--- src/rtl/score_tracker.sv ---
// score_tracker: frame-boundary game logic producing score pulses, a BCD
// score copy (0-99, saturating) and a sticky game-over flag.
// Optional build macro: SCORE_TRACKER_GODMODE_EN (obstacle hits ignored,
// o_game_over tied low).
//
// state     | meaning
// ----------+-------------------------------------------------------------
// IDLE      | after reset/restart; first frame is partial and discarded
// PLAYING   | player clear of any gate, watching for gate entry/collision
// IN_GATE   | player overlapped a gate last frame; score on gate exit
// GAME_OVER | collision seen; held until restart

module score_tracker (
   input  logic       i_clk,
   input  logic       i_rst_n,
   input  logic       i_v_sync,
   input  logic       i_de,
   input  logic       i_player_hit,
   input  logic       i_gate_hit,
   input  logic       i_obstacle_hit,
   input  logic       i_game_restart,
   output logic       o_scored,
   output logic [3:0] o_score_tens,
   output logic [3:0] o_score_units,
   output logic       o_tens_valid,
   output logic       o_game_over
);

   localparam logic [1:0] S_IDLE      = 2'd0;
   localparam logic [1:0] S_PLAYING   = 2'd1;
   localparam logic [1:0] S_IN_GATE   = 2'd2;
   localparam logic [1:0] S_GAME_OVER = 2'd3;

   logic [1:0] r_state;
   logic       r_v_sync_d;
   logic       r_acc_gate;
   logic       r_acc_obst;
   logic       r_scored;
   logic [3:0] r_tens;
   logic [3:0] r_units;

   logic       w_boundary;
   logic       w_gate_now;
   logic       w_obst_now;
   logic       w_eval_gate;
   logic       w_eval_obst;
   logic       w_saturated;
   logic       w_score_inc;
   logic       w_do_score;
   logic [1:0] w_state_nxt;

   assign w_boundary  = i_v_sync & ~r_v_sync_d;
   assign w_gate_now  = i_de & i_player_hit & i_gate_hit;
   assign w_obst_now  = i_de & i_player_hit & i_obstacle_hit;
   // The boundary cycle's own hits belong to the frame that is closing.
   assign w_eval_gate = r_acc_gate | w_gate_now;
`ifdef SCORE_TRACKER_GODMODE_EN
   assign w_eval_obst = 1'b0;
`else
   assign w_eval_obst = r_acc_obst | w_obst_now;
`endif
   assign w_saturated = (r_tens == 4'd9) && (r_units == 4'd9);
   assign w_do_score  = w_score_inc & ~w_saturated;

   // Frame-boundary state transitions; obstacle outranks gate.
   always_comb begin
      w_state_nxt = r_state;
      w_score_inc = 1'b0;
      if (w_boundary) begin
         case (r_state)
            S_IDLE:    w_state_nxt = S_PLAYING;
            S_PLAYING: begin
               if (w_eval_obst)      w_state_nxt = S_GAME_OVER;
               else if (w_eval_gate) w_state_nxt = S_IN_GATE;
            end
            S_IN_GATE: begin
               if (w_eval_obst) begin
                  w_state_nxt = S_GAME_OVER;
               end else if (!w_eval_gate) begin
                  w_state_nxt = S_PLAYING;
                  w_score_inc = 1'b1;
               end
            end
            default:   w_state_nxt = S_GAME_OVER;
         endcase
      end
   end

   // Sync history, accumulators, FSM, score and pulse; restart wins over boundary.
   always_ff @(posedge i_clk or negedge i_rst_n) begin
      if (!i_rst_n) begin
         r_v_sync_d <= 1'b0;
         r_state    <= S_IDLE;
         r_acc_gate <= 1'b0;
         r_acc_obst <= 1'b0;
         r_scored   <= 1'b0;
         r_tens     <= 4'd0;
         r_units    <= 4'd0;
      end else begin
         r_v_sync_d <= i_v_sync;
         if (i_game_restart) begin
            r_state    <= S_IDLE;
            r_acc_gate <= 1'b0;
            r_acc_obst <= 1'b0;
            r_scored   <= 1'b0;
            r_tens     <= 4'd0;
            r_units    <= 4'd0;
         end else begin
            r_state  <= w_state_nxt;
            r_scored <= w_do_score;
            if (w_boundary) begin
               r_acc_gate <= 1'b0;
               r_acc_obst <= 1'b0;
            end else begin
               r_acc_gate <= r_acc_gate | w_gate_now;
               r_acc_obst <= r_acc_obst | w_obst_now;
            end
            if (w_do_score) begin
               if (r_units == 4'd9) begin
                  r_units <= 4'd0;
                  r_tens  <= r_tens + 4'd1;
               end else begin
                  r_units <= r_units + 4'd1;
               end
            end
         end
      end
   end

`ifdef SCORE_TRACKER_GODMODE_EN
   assign o_game_over = 1'b0;
`else
   logic r_game_over;

   // Sticky collision flag mirrors entry into GAME_OVER.
   always_ff @(posedge i_clk or negedge i_rst_n) begin
      if (!i_rst_n)            r_game_over <= 1'b0;
      else if (i_game_restart) r_game_over <= 1'b0;
      else                     r_game_over <= (w_state_nxt == S_GAME_OVER);
   end

   assign o_game_over = r_game_over;
`endif

   assign o_scored      = r_scored;
   assign o_score_tens  = r_tens;
   assign o_score_units = r_units;
   assign o_tens_valid  = (r_tens != 4'd0);

endmodule

--- config.mk ---
export PLATFORM = sky130hd
export DESIGN_NAME = score_tracker
export DESIGN_NICKNAME = d
export VERILOG_FILES = /design/src/rtl/score_tracker.sv
export SDC_FILE = /design/constraint.sdc
export NUM_CORES = 1
export LEC_CHECK = 0
export CAP_MARGIN = 20
export CORE_MARGIN = 2
export CORE_UTILIZATION = 51
export CTS_BUF_LIST = sky130_fd_sc_hd__clkbuf_8
export DETAILED_ROUTE_END_ITERATION = 12
export GPL_TIMING_DRIVEN = 0
export PLACE_DENSITY = 0.83
export SYNTH_ARGS = -nofsm -noshare
export SYNTH_HDL_FRONTEND = slang
export SYNTH_SLANG_ARGS = --single-unit
--- constraint.sdc ---
create_clock -name i_clk -period 2.3 [get_ports i_clk]
set_input_delay 0.46 -clock i_clk [delete_from_list [all_inputs] [get_ports i_clk]]
set_output_delay 0.46 -clock i_clk [all_outputs]
set_load 0.01 [all_outputs]
==> run summary, run 1 <==
HPWL Detailed -> 1280 µm
PortBufs -> 18
Most frequent cells in the layout -> 18 x clkdlybuf4s50_1, 15 x dfrtp_1, 8 x a21oi_1
Die Y -> 45.2 µm
Critical Path Fanout Max -> 7
CTS Root Cell -> clkbuf_8
WP data arrival -> 1.53 ns
Required time worst endpoint -> 1.84 ns
GPL Wtd Cong -> 0.808
Area grow syn2layout -> 28.3%
Synth async-reset ratio -> 1.00
Synth Cell Area -> 866 µm²
Cell type with the largest total area after synthesis -> dfrtp_1
Post-synthesis mux area share -> 0
Synth Area in XOR/XNOR -> 0
Most common cell after layout, fill and taps aside -> clkdlybuf4s50_1
Crit path buf inv count -> 2
Compound-cell area share of the yosys netlist -> 0.199
CTS tree -> yes
Vias in the first global route -> 692
Number of synthesized flops with an enable pin -> 0
Post-synthesis sequential area ratio -> 0.434
Core area -> 0.00154 mm²
VDD IR-drop max -> 0.413 mV
Global route overflow -> 0
Avg Vias per Cell -> 5.89
LEAKAGE -> 0.455 nW
Final period util -> 0.866
CTS Buf Count -> 3
Max cap viols -> 0
Setup ws final -> 0.308 ns
Status -> finished clean
Slew Limit Headroom -> 0.561
Post-Synth Simple-Gate Area -> 0.264
Total track usage -> 0.199
Total negative slack -> 0 ns
H-tree depth -> 1
Ant. Diodes -> 0
Fraction of layout instances using a drive strength above 1 -> 0.0841
Via count -> 725
Clk_lat worst skew -> 0.25 ns
Final wirelength -> 1730 µm
Fin nets -> 121
Pin count of the biggest net entering global routing -> 16
Die Width -> 45.2 µm
Final non-filler cell total -> 123
Placed cell count -> 119
Synth Register Bits -> 15
Yosys warning total -> 0
Worst hold path type -> reg2reg
Initial antenna violation count -> 0
Cell area power density -> 476 mW/mm²
Distinct cells, synth -> 31
Syn avg cell area -> 10.2 µm²
Placed cell areas -> 0.00107 mm²
1st-iter DRT viols -> 15
Initial core utilization -> 0.562
WL/cell -> 14.1 µm
Postcts setup bufs -> 0
PostCTS Resize Cnt -> 0
Synth Area in Adders -> 0.0723
Post-DRT Antenna Nets -> 0
Ports -> 19
Setup violators final -> 0
CP Capture Type -> output pin
Top delay family on crit path -> buffers and inverters
Longest Clk Path Bufs -> 2
Crit path cell chain -> inv_1, ha_1, nand2_1, clkdlybuf4s50_1
Main combinational cell family by area after synthesis -> simple AND/OR/NAND/NOR gates
Area contributors post-synth -> dfrtp_1 43%, ha_1 7.2%, a21oi_1 4.6%
Startpoint types -> flip-flop
Top FF cell, synth -> dfrtp_1
First-pass GRT wire length -> 2820 µm
Top cell type's share of synthesized area -> 0.434
Clock-pin slew on the worst setup and hold paths -> 0.06 ns
Syn Nets -> 98
Fin area -> 0.00111 mm²
Drt drc -> 0
Clock sink count -> 15
Clk_skew -> 0.00239 ns
Cts hold-fix bufs -> 0
Fillers -> 113
Drt pass-1 iters -> 4
Fmax -> 0.502 GHz
Max Slew Vio Count -> 0
Fin. Hold Viols -> 0
Largest stage delay on the critical path -> 0.52 ns
Dpl ws -> 0.252 ns
Critical path class -> reg2out
Tmin final -> 1.99 ns
RSZ-0062 raised after global routing -> no
CP max-delay cell -> clkdlybuf4s50_1
Site Rows -> 14
Gate Count Post-Synth -> 85
Die area -> 0.00204 mm²
Worst slew pin tran -> 0.656 ns
final timing paths:
check,start,endpoint,slack [ns],cells after the start
setup / recovery,o_score_tens[0],o_tens_valid,0.31,4
hold / removal,r_state[1],o_game_over,0.59,2
setup reg to reg,o_score_units[0],o_score_tens[2],0.52,5
hold reg to reg,r_state[1],o_game_over,0.59,2
max in group asynchronous,i_rst_n,r_state[0],1.27,1
min in group asynchronous,i_rst_n,o_score_tens[1],0.61,1
cells in the mapped netlist, drive strengths merged (2+ instances only):
cell	number
or3	5
and3b	2
nor2	3
inv	6
nor2b	4
nand3	4
a21oi	8
nand2	4
o21a	2
ha	5
nor3	3
o21ai	7
dfrtp	15
a31oi	2
where the power goes:
group	leakage [nW]	switching [mW]	internal [mW]	total (mW)
logic	0.223	0.0253	0.0204	0.0457
clock network	0.0269	0.0927	0.118	0.211
registers	0.206	0.00369	0.268	0.272
worst register-to-register path, delay by kind of cell (launching register included):
| family | cells | cell delay, ns |
|---|---|---|
| and+or+nand+nor | 3 | 0.88 |
| DFF | 1 | 0.45 |
| adders and majority gates | 1 | 0.22 |
| AOI/OAI and AO/OA | 1 | 0.15 |
layout make-up:
| class | instances | area [µm²] | area share |
|---|---|---|---|
| well taps | 16 | 20.0 | 0.0180 |
| plain buffers | 1 | 3.75 | 0.00338 |
| inverters | 6 | 22.5 | 0.0203 |
| clock buffers | 3 | 41.3 | 0.0372 |
| clock inverters | 1 | 3.75 | 0.00338 |
| multi-input cells | 63 | 464 | 0.418 |
| repair buffers | 18 | 180 | 0.162 |
| flip-flops and latches | 15 | 375 | 0.338 |
kinds of logic after synthesis:
| logic type | Yosys count |
|---|---|
| AOI/OAI and AO/OA | 25 |
| and+or+nand+nor | 33 |
| buffers and inverters | 7 |
| adders and majority gates | 5 |
| DFF | 15 |
routing by layer:
layer	GRT usage	wire length (µm)	up-vias
met2	0.300	837	25
met5	0	0	-
li1	-	-	356
met4	0.165	89	0
met1	0.234	716	333
met3	0.0520	88	11
registers in the layout, summed over array words and instances, names as in the netlist:
| signal | count |
|---|---|
| o_score_tens | 4 |
| o_scored | 1 |
| o_score_units | 4 |
| r_v_sync_d | 1 |
| r_acc_gate | 1 |
| r_acc_obst | 1 |
| o_game_over | 1 |
| r_state | 2 |
stage by stage:
stage           util  total power, mW  hold WS, ns
3_5_place_dp   0.692            0.322        0.574
2_1_floorplan      -            0.296        0.164
6_report       0.721            0.528        0.589
5_1_grt        0.721            0.552        0.635
3_3_place_gp   0.692            0.321        0.573
4_1_cts        0.721            0.534        0.587
No activity file was read; power rests on OpenSTA's default activity.
==> run 2, diff against run 1 <==
--- a/config.mk
+++ b/config.mk
@@ -11,7 +11,7 @@
 export CTS_BUF_LIST = sky130_fd_sc_hd__clkbuf_8
 export DETAILED_ROUTE_END_ITERATION = 12
 export GPL_TIMING_DRIVEN = 0
-export PLACE_DENSITY = 0.83
+export PLACE_DENSITY = 0.77
 export SYNTH_ARGS = -nofsm -noshare
 export SYNTH_HDL_FRONTEND = slang
 export SYNTH_SLANG_ARGS = --single-unit
==> run 2 against run 1 <==
Clock-buffer cell count unchanged. Die area unchanged. Non-clock buffer count unchanged. Utilization unchanged. Critical path depth unchanged. Clock skew decreased by 0.0013 ns. Fmax decreased by 0.81%. First-iteration DRC count decreased by 60%. Routed wire length decreased by 1.3%. Global-route usage increased by 1.6 points. Combinational power about the same. Critical endpoint unchanged.
==> run summary, run 2 (synthesized netlist as in run 1, its figures left out) <==
CTS Buf Count -> 3 (unchanged)
Gr busiest metal -> met2
Drt pass-1 iters -> 3 (-1)
Crit path cell chain -> inv_1, ha_1, nand2_1, clkdlybuf4s50_1
Critical path class -> reg2out
Ports -> 19 (unchanged)
Critical Path Fanout Max -> 7 (unchanged)
Worst hold path type -> reg2reg
Site Rows -> 14 (unchanged)
Via count -> 698 (-3.7%)
Largest stage delay on the critical path -> 0.53 ns (about the same)
Routing usage on met3 -> 0.0560 (+0.00400)
Clock sink count -> 15 (unchanged)
LEAKAGE -> 0.455 nW (unchanged)
Most common cell after layout, fill and taps aside -> clkdlybuf4s50_1
Met2 usage -> 0.343 (+0.0429)
First-pass GRT wire length -> 3050 µm (+8.3%)
Die Width -> 45.2 µm (unchanged)
Slew Limit Headroom -> 0.560 (-0.00149)
Top delay family on crit path -> buffers and inverters
Die area -> 0.00204 mm² (unchanged)
Startpoint types -> flip-flop
RSZ-0062 raised after global routing -> no
Postcts setup bufs -> 0 (unchanged)
Fin. Hold Viols -> 0 (unchanged)
Fraction of layout instances using a drive strength above 1 -> 0.0841 (unchanged)
CTS tree -> yes
CP Capture Type -> output pin
Required time worst endpoint -> 1.84 ns (about the same)
Final wirelength -> 1710 µm (-1.3%)
Cell area power density -> 477 mW/mm² (+0.23%)
Global route overflow -> 0 (unchanged)
CP max-delay cell -> clkdlybuf4s50_1
Die Y -> 45.2 µm (unchanged)
Final period util -> 0.873 (+0.00708)
Status -> finished clean
Most frequent cells in the layout -> 18 x clkdlybuf4s50_1, 15 x dfrtp_1, 8 x a21oi_1
Initial antenna violation count -> 0 (unchanged)
Vias in the first global route -> 686 (-0.87%)
Pin count of the biggest net entering global routing -> 16 (unchanged)
Ant. Diodes -> 0 (unchanged)
WL/cell -> 13.9 µm (-1.3%)
Core area -> 0.00154 mm² (unchanged)
Cts hold-fix bufs -> 0 (unchanged)
WHS -> 0.584 ns (-0.00556 ns)
Post-DRT Antenna Nets -> 0 (unchanged)
Max Slew Vio Count -> 0 (unchanged)
Fin nets -> 121 (unchanged)
PortBufs -> 18 (unchanged)
Drt drc -> 0 (unchanged)
PostCTS Resize Cnt -> 0 (unchanged)
Met1 Use GR -> 0.264 (+0.0304)
Total negative slack -> 0 ns (unchanged)
Worst slew pin tran -> 0.658 ns (+0.00223 ns)
CTS Root Cell -> clkbuf_8
1st-iter DRT viols -> 6 (-9)
Fin area -> 0.00111 mm² (unchanged)
Longest Clk Path Bufs -> 2 (unchanged)
Clock-pin slew on the worst setup and hold paths -> 0.06 ns (about the same)
Tmin final -> 2.01 ns (+0.0163 ns)
Crit path buf inv count -> 2 (unchanged)
Core Util, Final -> 0.721 (unchanged)
HPWL Detailed -> 1230 µm (-3.9%)
Setup violators final -> 0 (unchanged)
WP data arrival -> 1.55 ns (+0.02 ns)
Clk_lat worst skew -> 0.25 ns (about the same)
Avg Vias per Cell -> 5.67 (-3.7%)
Fmax -> 0.498 GHz (-0.81%)
GPL Wtd Cong -> 0.721 (-11%)
VDD IR-drop max -> 0.463 mV (+12%)
Clk_skew -> 0.00113 ns (-0.00125 ns)
H-tree depth -> 1 (unchanged)
Total track usage -> 0.215 (+0.0160)
Area grow syn2layout -> 28.3% (unchanged)
Initial core utilization -> 0.562 (unchanged)
Placed cell areas -> 0.00107 mm² (unchanged)
Max cap viols -> 0 (unchanged)
-- run 2: final timing paths --
path                                        from               to  slack [ns]  cells past startpoint
min in group asynchronous                i_rst_n  o_score_tens[2]        0.61                      1
worst min-delay path                  r_state[1]      o_game_over        0.58                      2
worst min register to register        r_state[1]      o_game_over        0.58                      2
max in group asynchronous                i_rst_n         o_scored        1.27                      1
worst max register to register  o_score_units[1]  o_score_tens[2]        0.50                      6
worst max-delay path             o_score_tens[0]     o_tens_valid        0.29                      4
-- run 2: cell type report --
class | instances | area, µm²
Multi-Input combinational cell | 63 | 464
Fill cell | 128 | 430
Sequential cell | 15 | 375
Timing Repair Buffer | 18 | 180
Clock buffer | 3 | 41.3
Inverter | 6 | 22.5
Tap cell | 16 | 20.0
Clock inverter | 1 | 3.75
Buffer | 1 | 3.75
-- run 2: report_power, final --
part,internal (mW),leakage [nW],switching [mW],total (mW)
combinational,0.0204,0.223,0.0252,0.0455
sequential,0.268,0.206,0.00374,0.272
clock,0.118,0.0269,0.0940,0.212
-- run 2: stage by stage --
step	setup slack [ns]	power, mW	cells
2_1_floorplan	0.654	0.296	85
3_3_place_gp	0.279	0.321	119
3_5_place_dp	0.231	0.322	119
4_1_cts	0.278	0.537	123
5_1_grt	0.182	0.551	123
6_report	0.292	0.530	123
-- run 2: layer usage --
| layer | up-vias | routed length, µm |
|---|---|---|
| met5 | - | 0 |
| met4 | 0 | 36 |
| met1 | 326 | 788 |
| met2 | 15 | 799 |
| met3 | 5 | 85 |
| li1 | 352 | - |
-- run 2: tightest hold or removal path, cell delays in order (launching register included) --
cell and delay (ns):
dfrtp_1 0.42, nand2_1 0.07, nand2_1 0.06
==> RTL edit 1: new RTL, flow settings as in run 1 <==
Add an input register stage for `i_v_sync`, `i_de`, `i_player_hit`, `i_gate_hit`, `i_obstacle_hit` and `i_game_restart`; this delays them by one clock.
--- a/src/rtl/score_tracker.sv
+++ b/src/rtl/score_tracker.sv
@@ -31,6 +31,22 @@
    localparam logic [1:0] S_IN_GATE   = 2'd2;
    localparam logic [1:0] S_GAME_OVER = 2'd3;
 
+   logic i_v_sync_q;
+   logic i_de_q;
+   logic i_player_hit_q;
+   logic i_gate_hit_q;
+   logic i_obstacle_hit_q;
+   logic i_game_restart_q;
+
+   always_ff @(posedge i_clk) begin
+      i_v_sync_q       <= i_v_sync;
+      i_de_q           <= i_de;
+      i_player_hit_q   <= i_player_hit;
+      i_gate_hit_q     <= i_gate_hit;
+      i_obstacle_hit_q <= i_obstacle_hit;
+      i_game_restart_q <= i_game_restart;
+   end
+
    logic [1:0] r_state;
    logic       r_v_sync_d;
    logic       r_acc_gate;
@@ -49,9 +65,9 @@
    logic       w_do_score;
    logic [1:0] w_state_nxt;
 
-   assign w_boundary  = i_v_sync & ~r_v_sync_d;
-   assign w_gate_now  = i_de & i_player_hit & i_gate_hit;
-   assign w_obst_now  = i_de & i_player_hit & i_obstacle_hit;
+   assign w_boundary  = i_v_sync_q & ~r_v_sync_d;
+   assign w_gate_now  = i_de_q & i_player_hit_q & i_gate_hit_q;
+   assign w_obst_now  = i_de_q & i_player_hit_q & i_obstacle_hit_q;
    // The boundary cycle's own hits belong to the frame that is closing.
    assign w_eval_gate = r_acc_gate | w_gate_now;
 `ifdef SCORE_TRACKER_GODMODE_EN
@@ -97,8 +113,8 @@
          r_tens     <= 4'd0;
          r_units    <= 4'd0;
       end else begin
-         r_v_sync_d <= i_v_sync;
-         if (i_game_restart) begin
+         r_v_sync_d <= i_v_sync_q;
+         if (i_game_restart_q) begin
             r_state    <= S_IDLE;
             r_acc_gate <= 1'b0;
             r_acc_obst <= 1'b0;
@@ -135,7 +151,7 @@
    // Sticky collision flag mirrors entry into GAME_OVER.
    always_ff @(posedge i_clk or negedge i_rst_n) begin
       if (!i_rst_n)            r_game_over <= 1'b0;
-      else if (i_game_restart) r_game_over <= 1'b0;
+      else if (i_game_restart_q) r_game_over <= 1'b0;
       else                     r_game_over <= (w_state_nxt == S_GAME_OVER);
    end
 
Function: changed (Yosys sat finds a counterexample within 4 cycles, from zero or initial values and one cycle with i_rst_n low).
==> RTL edit 1 against run 1 <==
Die area rose by 12%. First-iteration DRC count fell by 33%. Critical path type unchanged. Cell count rose by 14%. Fmax fell by 1.1%. Clock skew rose by 3.4 ps. Register-to-register slack improved by 70 ps. Area after synthesis rose by 13%. Power rose by 25%. Largest cell class is now sequential cells. Synthesized cell count rose by 9.4%. Sequential power rose by 43%. Largest power group unchanged. Wire length rose by 11%. Worst setup slack got worse by 22 ps. Final area rose by 11%. Sequential cell count rose by 6.
==> RTL edit 1: results (changes against run 1) <==
STA
The transition at the pin with the smallest max-transition slack is 679 ps (was 656 ps). The setup clock skew after layout is 5.78 ps (was 2.39 ps).

Route
The detailed router's first-iteration violation count is 10 (was 15). The first-pass iteration count of the detailed router was 4 (unchanged). The average wire length per cell after detail routing is 13.7 um (was 14.1 um). The detailed-route via count is 788 (was 725). The total length of routed wires is 1.92 mm (was 1.73 mm).

Critical path
The top fanout value on the critical path is 6 (was 7). The launch instance of the worst register-to-register path is o_score_units[0] (unchanged). The highest cell delay on the worst timing path is 520 ps (about the same). The arrival time at the worst endpoint is 1550 ps (was 1530 ps). The origin of the worst setup path is o_score_tens[0] (unchanged). The cell with the biggest individual delay on the critical path is clkdlybuf4s50_1 (unchanged).

Synth
The post-synthesis sequential area ratio is 0.506 (was 0.434). Commonest cells in the netlist: dfrtp_1, a21oi_1, o21ai_0, dfxtp_1, nand2_1 (was dfrtp_1, a21oi_1, o21ai_0, inv_1). The mean post-synth cell area is 10.5 um^2 (was 10.2 um^2).

Biggest area contributors in the synthesized netlist: dfrtp_1, dfxtp_1, ha_1 (was dfrtp_1, ha_1, a21oi_1). The net count of the mapped netlist is 106 (was 98). The share of synthesized flip-flops with an asynchronous set or reset was 0.714 (was 1.00). The count of different cell masters after synthesis is 29 (was 31).

Final layout
The final net count came to 129 (was 121). The fraction of layout instances using a drive strength above 1 came to 0.104 (was 0.0841).

Global routing
The wire length of the first global-routing pass came to 2.94 mm (was 2.82 mm). The total routing resource utilization after global routing came to 0.187 (was 0.199). The initial antenna violation count is 0 (unchanged). The via count of the first global-routing pass is 690 (was 692).

Clock network
The number of setup buffers added after CTS is 0 (unchanged). The CTS H-tree depth was 1 (unchanged). The clock root buffer is clkbuf_8 (unchanged). Clock latency on the worst-skew pair, taken at its later pin, is 260 ps. The clock-pin transition on the worst setup and hold timing paths is 70 ps. The maximum number of buffers from clock root to sink is 2 (unchanged).

The number of clock buffers inserted by TritonCTS is 3 (unchanged).

Pwr
The clock distribution power is 0.232 mW (was 0.211 mW). The combinational gate power was 0.0417 mW (was 0.0457 mW). The static power due to leakage is 0.493 nW (was 0.455 nW).

The maximum VDD drop is 488 uV (was 413 uV). The power consumed by sequential cells is 0.388 mW (was 0.272 mW). The internal power is 0.517 mW (was 0.407 mW).

Place
The area of placed instances is 1190 um^2 (was 1070 um^2). The minimum setup slack after placement is 574 ps (was 252 ps). The HPWL reported at the end of detailed placement is 1.46 mm (was 1.28 mm). The weighted congestion at the end of routability-driven global placement is 0.781 (was 0.808).

Worst hold path
The classification of the worst-slack hold path is register to register (unchanged). The source of the worst hold timing path is i_v_sync_q (was r_state[1]).

Run status
Result of the run: complete, no violations (unchanged).
## RTL edit 1: cell count changes in the layout (fill, tap and decap cells not counted), sizes merged, moves of 2 or more
| cell | delta |
|---|---|
| dfxtp | +6 |
| and2b | +2 |
| nand2b | +3 |
| a21oi | +2 |
| inv | -2 |
| nor2b | -4 |
| o21a | -2 |
| nor2 | +2 |
| nand2 | +2 |
## RTL edit 1: final timing paths
path                              endpoint  slack (ps)  cells after the start
max in group asynchronous       r_acc_gate        1260                      1
hold reg to reg                 r_v_sync_d         360                      0
setup reg to reg           o_score_tens[3]         590                      5
hold / removal                  r_v_sync_d         360                      0
setup / recovery              o_tens_valid         290                      4
min in group asynchronous      o_game_over         610                      1
## RTL edit 1: final cells by class
class,instances,area [um^2]
plain buffers,2,15.0
clock buffers,3,41.3
clock inverters,1,3.75
fillers,143,529
inverters,4,15.0
multi-input cells,66,453
flip-flops and latches,21,495
well taps,25,31.3
repair buffers,18,180
## RTL edit 1: critical path: cells and delay by family, from the launching register on
family	cells	cell delay [ps]
flip-flops	1	440
buffers and inverters	2	610
AND/OR/NAND/NOR	1	50
adder cells (fa/ha/maj)	1	190
## RTL edit 1: kinds of logic after synthesis
family,Yosys count,share of synthesized area
buf+inv,6,0.0307
mux,2,0.0217
flops,21,0.506
simple gates,37,0.239
fa+ha+maj,5,0.0639
compound gates,22,0.138
## RTL edit 1: per-layer routing
layer | share of wire | vias up | global-route usage
met5 | 0 | - | 0
met3 | 0.048 | 5 | 0.0566
met4 | 0.020 | 0 | 0.0703
li1 | - | 380 | -
met1 | 0.45 | 376 | 0.239
met2 | 0.48 | 27 | 0.299
==> RTL edit 2: new RTL, flow settings as in run 1 <==
Made on the original files. Build with the macro `SCORE_TRACKER_GODMODE_EN` defined.
--- a/src/rtl/score_tracker.sv
+++ b/src/rtl/score_tracker.sv
@@ -9,6 +9,8 @@
 // PLAYING   | player clear of any gate, watching for gate entry/collision
 // IN_GATE   | player overlapped a gate last frame; score on gate exit
 // GAME_OVER | collision seen; held until restart
+
+`define SCORE_TRACKER_GODMODE_EN
 
 module score_tracker (
    input  logic       i_clk,
Check against the original RTL: not equivalent (a bounded check fails within 4 cycles, from zero or initial values and one cycle with i_rst_n low).
==> RTL edit 2 against run 1 <==
Count of clock-buffer cells in the layout did not move. Non-clock buffer count fell by 1. Fmax rose by 0.28%. Worst hold slack got worse by 71 ps. Worst setup slack improved by 5.7 ps. Die area fell by 14%. Sequential cell count fell by 2. Cell count fell by 13%. Final area fell by 14%. Area after synthesis fell by 16%. Power fell by 9.9%. Wire length fell by 18%. Highest routed layer unchanged.
==> RTL edit 2: results (changes against run 1) <==
Run status
Result of the run: complete, no violations (unchanged).

Synth
The proportion of synthesized area in mux cells is 0.0274 (was 0). The adder and majority gate portion of the synthesized area was 0.0858 (was 0.0723). Commonest cells in the netlist: dfrtp_1, nor2_1, nand3_1, ha_1, inv_1 (was dfrtp_1, a21oi_1, o21ai_0, inv_1). The area fraction in compound gates after synthesis came to 0.149 (was 0.199).

Biggest area contributors in the synthesized netlist: dfrtp_1, ha_1, nor2_1 (was dfrtp_1, ha_1, a21oi_1). The net count of the mapped netlist is 85 (was 98). The mean post-synth cell area was 10.1 um^2 (was 10.2 um^2).

Global routing
The wire length of the first global-routing pass was 2.53 mm (was 2.82 mm). The total routing resource utilization after global routing is 0.189 (was 0.199).

Final layout
The final core utilization came to 0.724 (was 0.721). The layout sequential cell count is 13 (was 15). The final-layout clock-cell area share came to 0.0472 (was 0.0405). The proportion of final cell area spent on non-clock buffers was 0.180 (was 0.166). The number of buffers outside the clock class in the layout was 18 (was 19).

Pwr
The maximum VDD drop came to 354 uV (was 413 uV). The static power due to leakage is 0.408 nW (was 0.455 nW).

Critical path
The top fanout value on the critical path was 5 (was 7).

STA
The setup clock skew after layout is 1.75 ps (was 2.39 ps). The transition at the pin with the smallest max-transition slack is 583 ps (was 656 ps). The tightest hold margin is 519 ps (was 589 ps). The maximum achievable frequency is 0.503 GHz (was 0.502 GHz).

Worst hold path
The end of the worst hold path was r_state[0] (was o_game_over). The source of the worst hold timing path was r_state[0] (was r_state[1]). The cell depth of the worst hold path is 1 (was 2).

Die
The die outline area is 1750 um^2 (was 2040 um^2).

Place
The weighted congestion at the end of routability-driven global placement is 0.742 (was 0.808). The number of placed instances with taps included was 103 (was 119).
RTL edit 2: cell types whose count changed in the layout (fill, tap and decap cells not counted), moves of 3 or more:
cell | before | now
nand3_1 | 3 | 6
nor3_1 | 3 | 0
a21oi_1 | 8 | 4
nor2_1 | 2 | 10
o21ai_0 | 7 | 4
or3_1 | 5 | 2
nor2b_1 | 4 | 0
RTL edit 2: power by group:
| group | internal [mW] | leakage, nW | switching, mW |
|---|---|---|---|
| logic | 0.0207 | 0.204 | 0.0207 |
| clock network | 0.118 | 0.0269 | 0.0785 |
| registers | 0.233 | 0.178 | 0.00482 |
| total | 0.372 | 0.408 | 0.104 |
RTL edit 2: layer usage:
layer | global-route usage | vias up | share of wire
met5 | 0 | - | 0
met4 | 0.0581 | 0 | 0.0028
met2 | 0.303 | 16 | 0.49
met1 | 0.242 | 288 | 0.45
li1 | - | 293 | -
met3 | 0.0609 | 2 | 0.052
